<file path="config.mk">
export PLATFORM = sky130hd
export DESIGN_NAME = digit_serial_subtractor_32_bit_flat
export DESIGN_NICKNAME = d
export VERILOG_FILES = /design/src/rtl/digit_serial_subtractor_32_bit_pkg.sv /design/src/rtl/digit_serial_subtractor_32_bit_if.sv /design/src/rtl/digit_serial_subtractor_32_bit_full_subtractor.sv /design/src/rtl/digit_serial_subtractor_32_bit.sv /design/src/flat_wrapper.sv
export SDC_FILE = /design/constraint.sdc
export NUM_CORES = 1
export LEC_CHECK = 0
export ABC_CLOCK_PERIOD_IN_PS = 4000
export BUFFER_PORTS_ARGS = -buffer_cell sky130_fd_sc_hd__buf_2
export CORE_AREA = 5 5 104 106
export DETAILED_ROUTE_END_ITERATION = 10
export DIE_AREA = 0 0 109 111
export PLACE_DENSITY = 0.8
export SLEW_MARGIN = 20
export SYNTH_ARGS = -nofsm -noshare
export SYNTH_HDL_FRONTEND = slang
export SYNTH_SLANG_ARGS = --single-unit
</file>
<file path="constraint.sdc">
create_clock -name i_clk -period 4 [get_ports i_clk]
set_clock_uncertainty 0.05 [all_clocks]
set_input_delay 0.8 -clock i_clk [delete_from_list [all_inputs] [get_ports i_clk]]
set_output_delay 0.8 -clock i_clk [all_outputs]
set_load 0.005 [all_outputs]
</file>
<file path="src/rtl/digit_serial_subtractor_32_bit_pkg.sv">
// Shared definitions for the adder/subtractor family: FSM state encoding and default sizes.
package adders_pkg;

  localparam int unsigned WIDTH_DEF = 32;
  localparam int unsigned DIGIT_DEF = 4;

  typedef enum logic [1:0] {
    ST_IDLE = 2'd0,
    ST_BUSY = 2'd1,
    ST_DONE = 2'd2
  } state_t;

endpackage

</file>
<file path="src/rtl/digit_serial_subtractor_32_bit_if.sv">
// Operand/result handshake bundle for the digit-serial subtractor.
interface digit_serial_subtractor_32_bit_if
  import adders_pkg::*;
#(
  parameter int unsigned WIDTH = WIDTH_DEF
);

  logic             i_valid;
  logic             o_ready;
  logic [WIDTH-1:0] i_minuend;
  logic [WIDTH-1:0] i_subtrahend;
  logic             o_valid;
  logic             i_ready;
  logic [WIDTH-1:0] o_result;
  logic             o_borrow;
  logic             o_OF;

  // Requester side: supplies operands and consumes results.
  modport master (
    output i_valid, i_minuend, i_subtrahend, i_ready,
    input  o_ready, o_valid, o_result, o_borrow, o_OF
  );

  // Subtractor side.
  modport slave (
    input  i_valid, i_minuend, i_subtrahend, i_ready,
    output o_ready, o_valid, o_result, o_borrow, o_OF
  );

endinterface

</file>
<file path="src/rtl/digit_serial_subtractor_32_bit_full_subtractor.sv">
// One-bit full subtractor: diff = a - b - bin, with borrow out.
module full_subtractor (
  input  logic i_bit1,
  input  logic i_bit2,
  input  logic i_borrow,
  output logic o_diff,
  output logic o_borrow
);

  assign o_diff   = i_bit1 ^ i_bit2 ^ i_borrow;
  assign o_borrow = (~i_bit1 & i_bit2) | (~(i_bit1 ^ i_bit2) & i_borrow);

endmodule

</file>
<file path="src/rtl/digit_serial_subtractor_32_bit.sv">
// Multi-cycle subtractor: A - B computed DIGIT bits per clock through a registered borrow,
// with borrow-out and signed overflow, valid/ready on both sides.
module digit_serial_subtractor_32_bit
  import adders_pkg::*;
#(
  parameter int unsigned WIDTH = WIDTH_DEF,
  parameter int unsigned DIGIT = DIGIT_DEF
) (
  input logic                          i_clk,
  input logic                          i_rst_n,
  digit_serial_subtractor_32_bit_if.slave bus
);

  localparam int unsigned NDIG = WIDTH / DIGIT;
  localparam int unsigned CW   = $clog2(NDIG + 1);

  if (WIDTH % DIGIT != 0) begin : g_bad_digit
    $error("WIDTH must be a multiple of DIGIT");
  end

  state_t           state_q;
  logic [WIDTH-1:0] a_q;
  logic [WIDTH-1:0] b_q;
  logic [WIDTH-1:0] res_q;
  logic             borrow_q;
  logic [CW-1:0]    cnt_q;
  logic             a_sign_q;
  logic             b_sign_q;
  logic             ready_q;
  logic             valid_q;
  logic [WIDTH-1:0] result_q;
  logic             borrow_out_q;
  logic             of_q;

  // Digit datapath: DIGIT full subtractors rippling from the stored borrow.
  logic [DIGIT:0]   chain;
  logic [DIGIT-1:0] diff;

  assign chain[0] = borrow_q;

  for (genvar i = 0; i < DIGIT; i++) begin : g_fs
    full_subtractor u_fs (
      .i_bit1   (a_q[i]),
      .i_bit2   (b_q[i]),
      .i_borrow (chain[i]),
      .o_diff   (diff[i]),
      .o_borrow (chain[i+1])
    );
  end

  // Each new digit enters at the MSB end, so after NDIG steps digit 0 sits at the LSB.
  logic [WIDTH-1:0] res_next;
  logic             last_digit;
  logic             of_next;

  assign res_next   = (res_q >> DIGIT) | (WIDTH'(diff) << (WIDTH - DIGIT));
  assign last_digit = (cnt_q == CW'(NDIG - 1));
  assign of_next    = (a_sign_q ^ b_sign_q) & (res_next[WIDTH-1] ^ a_sign_q);

  always_ff @(posedge i_clk or negedge i_rst_n) begin
    if (!i_rst_n) begin
      state_q      <= ST_IDLE;
      a_q          <= '0;
      b_q          <= '0;
      res_q        <= '0;
      borrow_q     <= 1'b0;
      cnt_q        <= '0;
      a_sign_q     <= 1'b0;
      b_sign_q     <= 1'b0;
      ready_q      <= 1'b1;
      valid_q      <= 1'b0;
      result_q     <= '0;
      borrow_out_q <= 1'b0;
      of_q         <= 1'b0;
    end else begin
      case (state_q)
        ST_IDLE: begin
          if (bus.i_valid && ready_q) begin
            a_q      <= bus.i_minuend;
            b_q      <= bus.i_subtrahend;
            a_sign_q <= bus.i_minuend[WIDTH-1];
            b_sign_q <= bus.i_subtrahend[WIDTH-1];
            res_q    <= '0;
            borrow_q <= 1'b0;
            cnt_q    <= '0;
            ready_q  <= 1'b0;
            state_q  <= ST_BUSY;
          end
        end

        ST_BUSY: begin
          a_q      <= a_q >> DIGIT;
          b_q      <= b_q >> DIGIT;
          res_q    <= res_next;
          borrow_q <= chain[DIGIT];
          cnt_q    <= cnt_q + CW'(1);
          // Visible result fields move only here, so a partial result never shows.
          if (last_digit) begin
            result_q     <= res_next;
            borrow_out_q <= chain[DIGIT];
            of_q         <= of_next;
            valid_q      <= 1'b1;
            state_q      <= ST_DONE;
          end
        end

        ST_DONE: begin
          if (bus.i_ready) begin
            valid_q <= 1'b0;
            ready_q <= 1'b1;
            state_q <= ST_IDLE;
          end
        end

        default: begin
          valid_q <= 1'b0;
          ready_q <= 1'b1;
          state_q <= ST_IDLE;
        end
      endcase
    end
  end

  assign bus.o_ready  = ready_q;
  assign bus.o_valid  = valid_q;
  assign bus.o_result = result_q;
  assign bus.o_borrow = borrow_out_q;
  assign bus.o_OF     = of_q;

endmodule

</file>
<file path="src/flat_wrapper.sv">
// flat-port wrapper written by rule: the top's interface ports become plain ports
module digit_serial_subtractor_32_bit_flat import adders_pkg::*;
#(
  parameter int unsigned WIDTH = WIDTH_DEF,
  parameter int unsigned DIGIT = DIGIT_DEF
)
  (i_clk, i_rst_n, bus_i_valid, bus_i_minuend, bus_i_subtrahend, bus_i_ready, bus_o_ready, bus_o_valid, bus_o_result, bus_o_borrow, bus_o_OF);
  digit_serial_subtractor_32_bit_if #(.WIDTH(WIDTH)) bus_i ();
  input logic i_clk;
  input logic i_rst_n;
  input wire logic [$bits(bus_i.i_valid)-1:0] bus_i_valid;
  input wire logic [$bits(bus_i.i_minuend)-1:0] bus_i_minuend;
  input wire logic [$bits(bus_i.i_subtrahend)-1:0] bus_i_subtrahend;
  input wire logic [$bits(bus_i.i_ready)-1:0] bus_i_ready;
  output wire logic [$bits(bus_i.o_ready)-1:0] bus_o_ready;
  output wire logic [$bits(bus_i.o_valid)-1:0] bus_o_valid;
  output wire logic [$bits(bus_i.o_result)-1:0] bus_o_result;
  output wire logic [$bits(bus_i.o_borrow)-1:0] bus_o_borrow;
  output wire logic [$bits(bus_i.o_OF)-1:0] bus_o_OF;
  assign bus_i.i_valid = bus_i_valid;
  assign bus_i.i_minuend = bus_i_minuend;
  assign bus_i.i_subtrahend = bus_i_subtrahend;
  assign bus_i.i_ready = bus_i_ready;
  assign bus_o_ready = bus_i.o_ready;
  assign bus_o_valid = bus_i.o_valid;
  assign bus_o_result = bus_i.o_result;
  assign bus_o_borrow = bus_i.o_borrow;
  assign bus_o_OF = bus_i.o_OF;
  digit_serial_subtractor_32_bit #(.WIDTH(WIDTH), .DIGIT(DIGIT)) u_core (.i_clk(i_clk), .i_rst_n(i_rst_n), .bus(bus_i));
endmodule
</file>
==> results list, run 1 <==
* Highest attainable clock frequency: 0.364 GHz
- Setup violations remaining at the end of the flow were counted as 0.
- Row Count: 36
- Vias after detailed routing: roughly 4300
* Final wirelength: ~12000 um
- Fraction of the cycle the final worst path needs: 0.687
* Quantity of gates resized following cts: 0
- The share of the Yosys chip area taken by registers is 0.611.
* Multi-input logic area: 2000 sq um
- R2r worst-path depth: 10
- Static leakage power: 3.04 nW
- Summed negative setup slack over all endpoints: 0 ns
- Pins over their slew limit: 0
- Number of fillers in the final layout: roughly 700
* HPWL reported at the end of detailed placement: 7750 um
- Number of maximum-capacitance constraint violations: 0
* Worst R2R Start: u_core.a_q[0]
- First-pass GRT wire length: between 20000 and 25000 um
- Number of buffers between clock root and the deepest sink: 2
* Total CTS buffers: 17
- The synthesized design contains 0 enable-type register cells.
* Post-detailed-route count of antenna-violating nets: 0
- The die is ~110 um wide.
- Growth of design area from synthesis to finish: 21.6%
- Clock network latency to the later pin of the worst-skew pair: 0.51 ns
* Peak supply drop: ~420 uV
- The number of global-route vias before repair came to about 4300.
- Gate count of the mapped netlist: 530
- In this run, placement finished with an instance count of 732.
- Dominant cell type by area after synthesis: dfrtp_1
- The worst setup path is captured at a register.
* Number of storage elements in the synthesis netlist: 137
- Measured against its own limit, the worst slew margin works out to 0.341.
- RSZ-0062 raised after global routing: false
- The flow ran to the end, and the final reports show no timing, DRC or antenna violations.
* Number of buffers added on ports: 103
* Maximum level of the CTS H-tree: 4
* Global-route usage over all layers: 0.222
- Of all nets on the critical path, the largest fanout is 4.
- The sequential cells in the finished layout cover a total of 3430 sq um.
* Hold/Removal Path Class: in2async
- Cell types with the largest area share after synthesis: dfrtp_1 (61%), o22ai_1 (6.2%), mux2_2 (6.2%), nand2_1 (5.0%), nor3_1 (4.6%)
- For this run, asynchronously set or reset flops after synthesis account for 1.00.
* Clock tree from TritonCTS: built
- Chip Height: 111 um
* Dpl ws: 1.24 ns
- Pwr per Cell Area: 762 nW/um^2
* Kind of start point of the critical path: register
* Top FF cell, synth: dfrtp_1
- The cell area that synthesis handed to floorplanning was 5620 sq um.
- Post-CTS Setup Bufs: 0
- The floorplan step defined a die boundary enclosing 12100 sq um.
* Mapped Nets: 603
- Routability-driven placement congestion ratio: 0.791
- Sinks on Clock Net: ~140
- Count of TritonRoute iterations in the first routing pass: 6
- In this run the clock root is driven by a clkbuf_8.
* Unique masters post-synth: 30
- Using the TritonRoute via totals, the vias-per-cell ratio works out to ~5.6.
- Remaining routing DRC violations: 0
- In this run, post-CTS hold repair placed 0 buffers.
- The initial utilization of the core area, before any placement, comes to 0.580.
* Data required time of the critical path: 4.34 ns
- Slew @ Worst Pin: between 0.9 and 1 ns
- Top-level I/O count: 104
- Averaged over all synthesized cells, the footprint is 10.6 sq um.
* Final setup margin: 1.25 ns
* Total grt overflow: 0
- Number of hold-slack violations in the final timing report: 0
* Final period demand of the worst path: 2.75 ns
- The number of antenna violations at the first check in global routing was 0.
- Type of the setup path with the least slack: reg2reg
- Warning count from the yosys run: 0
- After floorplanning, the core was sized to cover about 9700 sq um.
* Layout net count: 691
* Count of routing violations after the opening detailed-route iteration: about 290
- Data arrives at the worst endpoint at about 3.1 ns.
- The repair_antennas step left the layout with diodes totalling 0.
- Overall power consumption after layout is estimated at 5.20 mW.
* Per-cell routed wire length: 16.3 um
- Clock-pin slew was measured on the worst setup and hold paths at 0.06 ns.
* Fraction of synthesized cell area taken by the top area cell type: 0.606
* Critical path launch point: u_core.a_q[0]
- In the final layout, the share of cells above drive strength 1 is 0.282.
* Final Non-Filler Cells: approximately 760
- Largest net degree at the start of global routing: 124
==> report_power, final <==
part	total (mW)	internal, mW	leakage (nW)	switching [mW]
registers	2.23	1.90	1.53	0.331
logic	1.39	0.601	1.22	0.789
clock network	1.58	1.02	0.294	0.567
==> critical path: stages, from the launching register on <==
cell      delay [ns]
dfrtp_1         0.32
inv_1           0.07
fa_1            0.41
inv_1           0.09
fa_1            0.17
inv_1           0.06
fa_1            0.45
fa_1            0.54
nand3b_1        0.11
o21ai_0         0.09
mux2_2          0.28
==> sequential cells by signal, summed over array words and instances (netlist names), 2 cells and up <==
register and count:
u_core.state_q 2, u_core.res_q 28, u_core.bus.o_result 32, u_core.cnt_q 4, u_core.a_q 32, u_core.b_q 32
==> synthesized netlist by cell type (2+ instances only) <==
library cell and count:
nor2b_1 2, nand2b_1 2, nor2_1 55, a22o_1 2, nor3_1 52, inv_1 10
buf_6 4, a21oi_1 5, dfrtp_1 136, mux2_2 31, o22a_1 2, clkbuf_1 23
buf_2 6, mux2i_1 4, fa_1 4, nand2_1 75, buf_1 8, o22ai_1 56
nand3_1 37, o21ai_0 6
==> layer usage <==
layer	wire, um	up-vias	GRT usage
met4	155	0	0.0665
met1	5370	2091	0.311
met5	0	-	0
met2	6070	158	0.335
li1	-	2029	-
met3	899	17	0.0646
==> stage by stage <==
stage | hold slack (ns) | util | area, sq um
finish | 0.365 | 0.705 | 6830
global route | 0.417 | 0.705 | 6830
CTS | 0.400 | 0.705 | 6820
detailed placement | 0.429 | 0.641 | 6210
global placement | 0.423 | 0.641 | 6210
floorplan | 0.405 | - | 5620
==> layout by cell type, fill, tap and decap left out, drive strengths merged, types with 3 or more instances in the layout <==
cell type and n:
a21oi 5, buf 109, bufinv 3, clkbuf 23, clkinv 3, clkinvlp 3, dfrtp 136, fa 4
inv 11, mux2 31, mux2i 4, nand2 75, nand3 37, nor2 55, nor3 53, o21ai 6
o22ai 56
==> area by class of cell <==
cell class,count,area share
Sequential cell,137,0.502
Multi-Input combinational cell,342,0.293
Timing Repair Buffer,110,0.0845
Clock buffer,22,0.0693
Tap cell,133,0.0244
Clock inverter,10,0.0205
Inverter,10,0.00550
==> final timing paths <==
kind | endpoint | slack [ns]
min in group i_clk | u_core.a_q[28] | 0.42
max in group asynchronous | u_core.a_q[7] | 2.77
worst min register to register | u_core.bus.o_result[23] | 0.45
worst max-delay path | u_core.bus.o_OF | 1.25
worst min-delay path | u_core.bus.o_result[17] | 0.37
worst max register to register | u_core.bus.o_OF | 1.25
==> cells by family (layout without fill, tap and decap cells) <==
family                   after synthesis  after routing  share of synthesized area
adder cells (fa/ha/maj)                5              5                     0.0165
buffers and inverters                 51            152                     0.0408
flip-flops                           137            137                      0.611
AO/OA/AOI/OAI                         73             73                     0.0816
multiplexers                          35             35                     0.0693
AND/OR/NAND/NOR                      229            229                      0.181
(Power assumes the default switching activity.)
==> run 2: changes to the inputs <==
--- a/config.mk
+++ b/config.mk
@@ -5,12 +5,12 @@
 export SDC_FILE = /design/constraint.sdc
 export NUM_CORES = 1
 export LEC_CHECK = 0
-export ABC_CLOCK_PERIOD_IN_PS = 4000
+export ABC_CLOCK_PERIOD_IN_PS = 2550
 export BUFFER_PORTS_ARGS = -buffer_cell sky130_fd_sc_hd__buf_2
-export CORE_AREA = 5 5 104 106
+export CORE_AREA = 5 5 108 110
 export DETAILED_ROUTE_END_ITERATION = 10
-export DIE_AREA = 0 0 109 111
-export PLACE_DENSITY = 0.8
+export DIE_AREA = 0 0 113 115
+export PLACE_DENSITY = 0.74
 export SLEW_MARGIN = 20
 export SYNTH_ARGS = -nofsm -noshare
 export SYNTH_HDL_FRONTEND = slang
==> constraint.sdc (replaced) <==
create_clock -name i_clk -period 2.55 [get_ports i_clk]
set_clock_uncertainty 0.05 [all_clocks]
set_input_delay 0.51 -clock i_clk [delete_from_list [all_inputs] [get_ports i_clk]]
set_output_delay 0.51 -clock i_clk [all_outputs]
set_load 0.005 [all_outputs]
==> run 2 against run 1 <==
Count of clock-buffer cells in the layout grew 3. Largest cell class unchanged. Final area increased by 1.8%. Utilization fell by 5.0 points. Clock power up 56%. Die area increased by 7.4%. Hold slack worse by 0.23 ns. Combinational power is 67% higher. Critical path depth shrank 1. Critical path type unchanged.
==> results list, run 2 (synthesis results as in run 1) <==
- The flow ran to the end, and the final reports show no timing, DRC or antenna violations.
* Number of fillers in the final layout: 856 (+23%)
- Number of maximum-capacitance constraint violations: 0 (unchanged)
- The most numerous cell type found on the critical path is fa_2.
* Data required time of the critical path: 2.89 ns (-1.45 ns)
* DR vias/cell: 5.48 (-2.6%)
- The routed length per placed instance came to 15.9 um (-2.6%).
* Count of routing violations after the opening detailed-route iteration: 315 (+9.4%)
- Maximum level of the CTS H-tree: 4 (unchanged)
- Worst path cell trace: fa_2 > inv_2 > fa_2 > inv_2 > fa_2 > fa_2 > nand3b_1 > o21ai_1 > mux2_2
* Endpoint kind of the worst setup timing path: register
* Fraction of the cycle the final worst path needs: 0.968 (+0.281)
- The number of remaining DRC errors was 0 (unchanged).
- The highest attainable clock frequency came to 0.405 GHz (+11%).
* CTS Root Cell: clkbuf_8
- Worst R2R Start: u_core.b_q[0]
* Hold/Removal Path Class: in2reg
* Routability-driven placement congestion ratio: 0.772 (-2.3%)
* RSZ-0062 raised after global routing: false
- The via total after detailed routing was 4282 (-0.30%).
- Flip-flop and latch area: 3430 sq um (unchanged)
- The largest net degree at the start of global routing is 98 (-21%).
- The multi-input gate area in the final layout was 2010 sq um (+0.50%).
- Initial antenna violation count: 0 (unchanged)
- Slew @ Worst Pin: 1.01 ns (+0.0201 ns)
- Most used cells in the layout excluding fill and tap cells: dfrtp_1 (136), buf_2 (102), nand2_1 (75)
- Sinks on Clock Net: 137 (unchanged)
* Number of hold-slack violations in the final timing report: 0 (unchanged)
* Final setup violation count: 0 (unchanged)
- The clock latency reported for the late side of the worst-skew pair came to 0.51 ns (about the same).
- Type of the setup path with the least slack: reg2reg
- Most common library cell in the layout ignoring fill and taps: dfrtp_1
- First-pass GRT wire length: 21500 um (+0.91%)
- The count of pins over their slew limit is 0 (unchanged).
* Overall Power: 8.27 mW (+59%)
* Initial cell density of the core: 0.530 (-0.0502)
- HPWL reported at the end of detailed placement: 8070 um (+4.1%)
- The placeable core area was 10600 sq um (+9.5%).
* Final period demand of the worst path: 2.47 ns (-0.279 ns)
- Hold-critical path depth: 3
- Number of buffers between clock root and the deepest sink: 2 (unchanged)
- The worst setup path is launched from a register.
* Layout net count: 702 (+1.6%)
- The worst setup slack for register-to-register paths was 0.08 ns (-1.17 ns).
- Final wirelength: 12500 um (-0.29%)
- Total grt overflow: 0 (unchanged)
- The clock transition at the register clock pins on the worst setup and hold paths after CTS came to 0.06 ns (about the same).
- Die Area: 13000 sq um (+7.4%)
- The power density of the placed cells is 1190 nW/um^2 (+56%).
- The static power due to leakage came to 3.10 nW (+1.8%).
- The minimum setup slack after placement came to -0.0953 ns (-1.34 ns).
- Global-route usage over all layers: 0.204 (-0.0173)
- Post-detailed-route count of antenna-violating nets: 0 (unchanged)
- Number of buffers added on ports: 103 (unchanged)
* Row Count: 38 (+5.6%)
* Summed negative setup slack over all endpoints: 0 ns (unchanged)
* Peak supply drop: 524 uV (+26%)
* Minimum hold slack: 0.135 ns (-0.230 ns)
* Arrival time of the worst setup path: 2.81 ns (-0.28 ns)
* Clock tree from TritonCTS: built
- R2r worst-path depth: 9 (-1)
- Final setup margin: 0.0815 ns (-1.17 ns)
* Worst reg2reg endpoint: u_core.bus.o_OF
- Vias in the first global route: 4378 (+1.2%)
- In this run the most critical hold path is launched from bus_i_minuend[28].
- Crit path max fanout: 3 (-1)
- Worst rel slew slack: 0.329 (-0.0119)
- Maximum cell stage delay along the critical path: 0.45 ns (-0.09 ns)
- The vertical die dimension came to 115 um (+3.6%).
* Share of layout cells above drive strength 1: 0.301 (+0.0185)
- Among all stages on the critical path, the largest delay is contributed by fa_2.
* Horizontal extent of the die: 113 um (+3.7%)
- The detailed-router iteration count before antenna repair was 4 (-2).
- The area growth from synthesis to layout is 23.7%.
- The number of buffers added by the clock tree synthesis step came to 17 (unchanged).
* Antenna Diode Count: 0 (unchanged)
* Min-Delay Endpoint: u_core.a_q[28]
* Top-level I/O count: 104 (unchanged)
## run 2: changes by cell type in the layout (fill, tap and decap cells not counted), moves of 3 or more
cell	previous run	this run
buf_4	7	15
fa_1	4	0
fa_2	0	4
inv_1	10	7
inv_2	0	3
## run 2: timing repair
item                                    CTS  global route
hold buffers                              1             0
setup buffers                             2             0
hold endpoints to repair                 54             0
pin swaps                                 3             6
gates resized for setup                   4             4
endpoints found under the setup margin    1             3
## run 2: layout make-up
| cell class | count | share of cell area |
|---|---|---|
| multi-input combinational | 342 | 0.290 |
| timing repair buffer | 121 | 0.0985 |
| clock inverter | 7 | 0.0162 |
| inverter | 10 | 0.00540 |
| clock buffer | 25 | 0.0711 |
| tap | 140 | 0.0252 |
| sequential | 137 | 0.494 |
## run 2: through the flow
stage | instance area [sq um] | utilization | instances
detailed placement | 6300 | 0.595 | 747
global route | 6950 | 0.655 | 782
global placement | 6300 | 0.595 | 747
CTS | 6940 | 0.655 | 782
floorplan | 5620 | - | 530
finish | 6950 | 0.655 | 782
## run 2: worst max-delay path by stage
| stage | to | start | cells past startpoint | slack [ns] |
|---|---|---|---|---|
| floorplan | u_core.bus.o_OF | u_core.a_q[0] | 10 | 0.03 |
| global placement | u_core.bus.o_OF | u_core.a_q[0] | 10 | -0.02 |
| detailed placement | u_core.bus.o_OF | u_core.a_q[0] | 10 | -0.1 |
| CTS | u_core.bus.o_OF | u_core.a_q[0] | 10 | 0.005 |
| global route | u_core.bus.o_OF | u_core.b_q[0] | 9 | 0.001 |
| finish | u_core.bus.o_OF | u_core.b_q[0] | 9 | 0.08 |
## run 2: report_power, final
part           internal (mW)  total, mW  switching, mW
clock network           1.62       2.46          0.846
registers               2.97       3.49          0.513
logic                   1.06       2.32           1.26
## run 2: critical path, delay by kind of cell (launching register included)
kind	cells	cell delay (ns)
AND/OR/NAND/NOR	1	0.11
buffers and inverters	2	0.10
multiplexers	1	0.25
AO/OA/AOI/OAI	1	0.07
flip-flops	1	0.41
adder cells (fa/ha/maj)	4	1.36
## run 2: routing by layer
| layer | vias up | wire length, um | GRT usage |
|---|---|---|---|
| met5 | - | 0 | 0 |
| met3 | 17 | 804 | 0.0584 |
| met4 | 0 | 183 | 0.0633 |
| met1 | 2106 | 5590 | 0.283 |
| met2 | 110 | 5880 | 0.316 |
| li1 | 2049 | - | - |
==> run 3: changes to the inputs <==
--- a/config.mk
+++ b/config.mk
@@ -7,10 +7,10 @@
 export LEC_CHECK = 0
 export ABC_CLOCK_PERIOD_IN_PS = 2550
 export BUFFER_PORTS_ARGS = -buffer_cell sky130_fd_sc_hd__buf_2
-export CORE_AREA = 5 5 108 110
+export CORE_AREA = 5 5 112 114
 export DETAILED_ROUTE_END_ITERATION = 10
-export DIE_AREA = 0 0 113 115
-export PLACE_DENSITY = 0.74
+export DIE_AREA = 0 0 117 119
+export PLACE_DENSITY = 0.69
 export SLEW_MARGIN = 20
 export SYNTH_ARGS = -nofsm -noshare
 export SYNTH_HDL_FRONTEND = slang
==> run 3 against run 2 <==
Flip-flop and latch count unchanged. Final cell count decreased by 0.13%. Wire length increased by 1.2%. First-iteration DRC count increased by 7.3%. Utilization decreased by 4.2 points. Via count decreased by 0.54%. Clock power increased by 7%. Sequential power about the same. Die area increased by 7.1%. Critical path type unchanged. Largest cell class unchanged.
==> results list, run 3 (synthesis results as in run 1) <==
- The flow ran to the end, and the final reports show no timing, DRC or antenna violations.
- The startpoint identified for the worst register-to-register timing path is u_core.b_q[0].
- RSZ-0062 raised after global routing: false
- The total of endpoints with negative setup slack in the final report is 0 (unchanged).
* Worst path bufs/invs: 2 (unchanged)
- Crit path max fanout: 3 (unchanged)
* Met2 global-route usage: 0.302 (-0.0141)
- Data required time of the critical path: 2.79 ns (-0.10 ns)
- Number of hold-slack violations in the final timing report: 0 (unchanged)
- The critical path goes through fa_2 > inv_2 > fa_1 > inv_1 > fa_2 > fa_1 > nand3b_1 > o21ai_0 > mux2_2.
* Initial cell density of the core: 0.496 (-0.0336)
- Count of routing violations after the opening detailed-route iteration: 338 (+7.3%)
- Most used cells in the layout excluding fill and tap cells: dfrtp_1 (136), buf_2 (102), nand2_1 (75)
- The overall power of the completed layout was 8.31 mW (+0.59%).
* Worst reg2reg endpoint: u_core.bus.o_OF
* Gate family responsible for the most delay along the worst path: adder cells
- Post-detailed-route count of antenna-violating nets: 0 (unchanged)
* Number of buffers between clock root and the deepest sink: 2 (unchanged)
- Pins over their slew limit: 0 (unchanged)
- Global-route usage over all layers: 0.193 (-0.0114)
- Logic gate share of total power: 0.267 (-0.013)
- The worst voltage drop across the vdd grid was 580 uV (+11%).
* Clock tree from TritonCTS: built
- Share of layout cells above drive strength 1: 0.295 (-0.00595)
- Clock network latency to the later pin of the worst-skew pair: 0.41 ns (-0.10 ns)
- On the critical path, the stage with the largest delay is an instance of fa_1.
* Die Area: 13900 sq um (+7.1%)
- The number of sinks on the clock net is 137 (unchanged).
- The detailed-router iteration count before antenna repair was 4 (unchanged).
- The met1 demand-to-capacity share in global routing came to 0.249 (-0.0341).
* Highest attainable clock frequency: 0.414 GHz (+2.2%)
- The placed wire-length estimate after detailed placement is 7980 um (-1.2%).
- Largest net degree at the start of global routing: 98 (unchanged)
- Power spent charging and discharging nets: 2.58 mW (-1.4%)
* Critical Path Stages: 9 (unchanged)
* Growth of design area from synthesis to finish: 23.6% (about the same)
- The number of cells on the worst reg-to-reg path is 9 (unchanged).
* Chip Height: 119 um (+3.5%)
* DR vias/cell: 5.45 (-0.41%)
- CTS Root Cell: clkbuf_16
- In this run the worst setup path begins at u_core.b_q[0].
- Remaining routing DRC violations: 0 (unchanged)
- The site row count was 39 (+2.6%).
- Vias after detailed routing: 4259 (-0.54%)
- Net switching share of the total power: 0.310 (-0.00612)
* Worst setup path endpoint: u_core.bus.o_OF
- First-pass GRT wire length: 21400 um (-0.35%)
- Clock edge transition at the registers on the reported setup and hold paths: 0.05 ns (about the same)
- The library cell used most frequently in the layout, excluding fill and tap cells, is dfrtp_1.
- The total I/O pin count was 104 (unchanged).
- The clock power share came to 0.315 (+0.017).
* Final wirelength: 12600 um (+1.2%)
* Type of the setup path with the least slack: reg2reg
* Sequential power share: 0.418 (-0.004)
- Total grt overflow: 0 (unchanged)
* Fraction of the cycle the final worst path needs: 0.947 (-0.0209)
- The tightest slew margin relative to the limit is 0.322 (-0.00662).
- Hold/Removal Path Class: in2reg
- Horizontal extent of the die: 117 um (+3.5%)
* Number of buffers added on ports: 103 (unchanged)
* Number of instances in the placed design: 748 (+0.13%)
- The slew at the pin with the worst max-slew slack was 1.02 ns (+0.00992 ns).
- The total number of H-tree levels is 4 (unchanged).
- The power density of the placed cells was 1200 nW/um^2 (+0.66%).
* Final period demand of the worst path: 2.42 ns (-0.0533 ns)
- The routed length per placed instance came to 16.1 um (+1.4%).
* Antenna Diode Count: 0 (unchanged)
- Layout net count: 699 (-0.43%)
* Initial antenna violation count: 0 (unchanged)
- Std-Cell Core Area: 11300 sq um (+6.8%)
- The worst setup path is launched from a register.
* Minimum hold slack: 0.235 ns (+0.0998 ns)
- The worst setup slack for register-to-register paths is 0.13 ns (+0.05 ns).
- Pint: 5.74 mW (+1.5%)
- The number of global-route vias before repair was 4428 (+1.1%).
* Number of maximum-capacitance constraint violations: 0 (unchanged)
- The fraction of the core area covered by cells at the end of the flow is 0.613 (-0.0420).
* Fraction of met3 tracks used by global routing: 0.0756 (+0.0171)
* Endpoint kind of the worst setup timing path: register
* Routability-driven placement congestion ratio: 0.736 (-4.7%)
- The arrival time at the worst endpoint is 2.65 ns (-0.16 ns).
- The static power due to leakage came to 3.10 nW (+0.23%).
* Total CTS buffers: 17 (unchanged)
* Most Crowded Layer GR: met2
- Maximum cell stage delay along the critical path: 0.47 ns (+0.02 ns)
- The number of standard cells in the final layout excluding fillers was 781 (-0.13%).
-- run 3: cell count changes in the layout (fill, tap and decap cells not counted), moves of 2 or more --
cell      change
buf_4         -2
fa_1          +2
fa_2          -2
clkbuf_1      -2
-- run 3: timing repair --
action | 4_1_cts | 5_1_grt
gates resized for setup | 3 | 1
endpoints found under the setup margin | 1 | 1
hold buffers | 1 | 0
hold endpoints to repair | 42 | 0
setup buffers | 0 | 1
pin swaps | 1 | 3
-- run 3: area by class of cell --
type                       count  area (sq um)
inverter                      10          37.5
clock inverter                 8           140
clock buffer                  23           498
tap                          143           179
timing repair buffer         118           649
sequential                   137          3430
fill                         936          4380
multi-input combinational    342          2010
-- run 3: tightest hold or removal path, delay by kind of cell --
kind          cells  cell delay, ns
buf+inv           1            0.07
simple gates      2            0.08
-- run 3: through the flow --
step	TNS (ns)	instance area (sq um)	setup WS (ns)
after floorplan	0	5620	0.0253
after global placement	-0.0159	6280	-0.0159
after detailed placement	-0.0682	6280	-0.0682
after CTS	0	6930	0.0123
after global routing	0	6940	0.0526
final	0	6940	0.135
-- run 3: power groups by stage --
stage	clock [mW]	combinational, mW	sequential [mW]
detailed placement	0	2.24	3.51
global route	2.77	2.55	3.57
global placement	0	2.14	3.47
finish	2.62	2.22	3.48
floorplan	0	1.58	3.37
CTS	2.68	2.26	3.48
-- run 3: worst min path at each step --
stage	slack, ns	depth (start not counted)	endpoint	startpoint
after floorplan	0.16	0	u_core.a_q[0]	i_rst_n
after global placement	0.41	1	u_core.bus.o_result[17]	i_rst_n
after detailed placement	0.41	1	u_core.bus.o_result[17]	i_rst_n
after CTS	0.21	3	u_core.a_q[28]	bus_i_minuend[28]
after global routing	0.22	3	u_core.a_q[29]	bus_i_minuend[29]
final	0.24	3	u_core.a_q[29]	bus_i_minuend[29]
-- run 3: per-layer routing --
layer  vias to the layer above  wire length [um]  part of all wire
li1                       2041                 -                 -
met4                         0               119            0.0094
met5                         -                 0                 0
met3                        12               903             0.072
met2                       107              6100              0.48
met1                      2099              5480              0.43
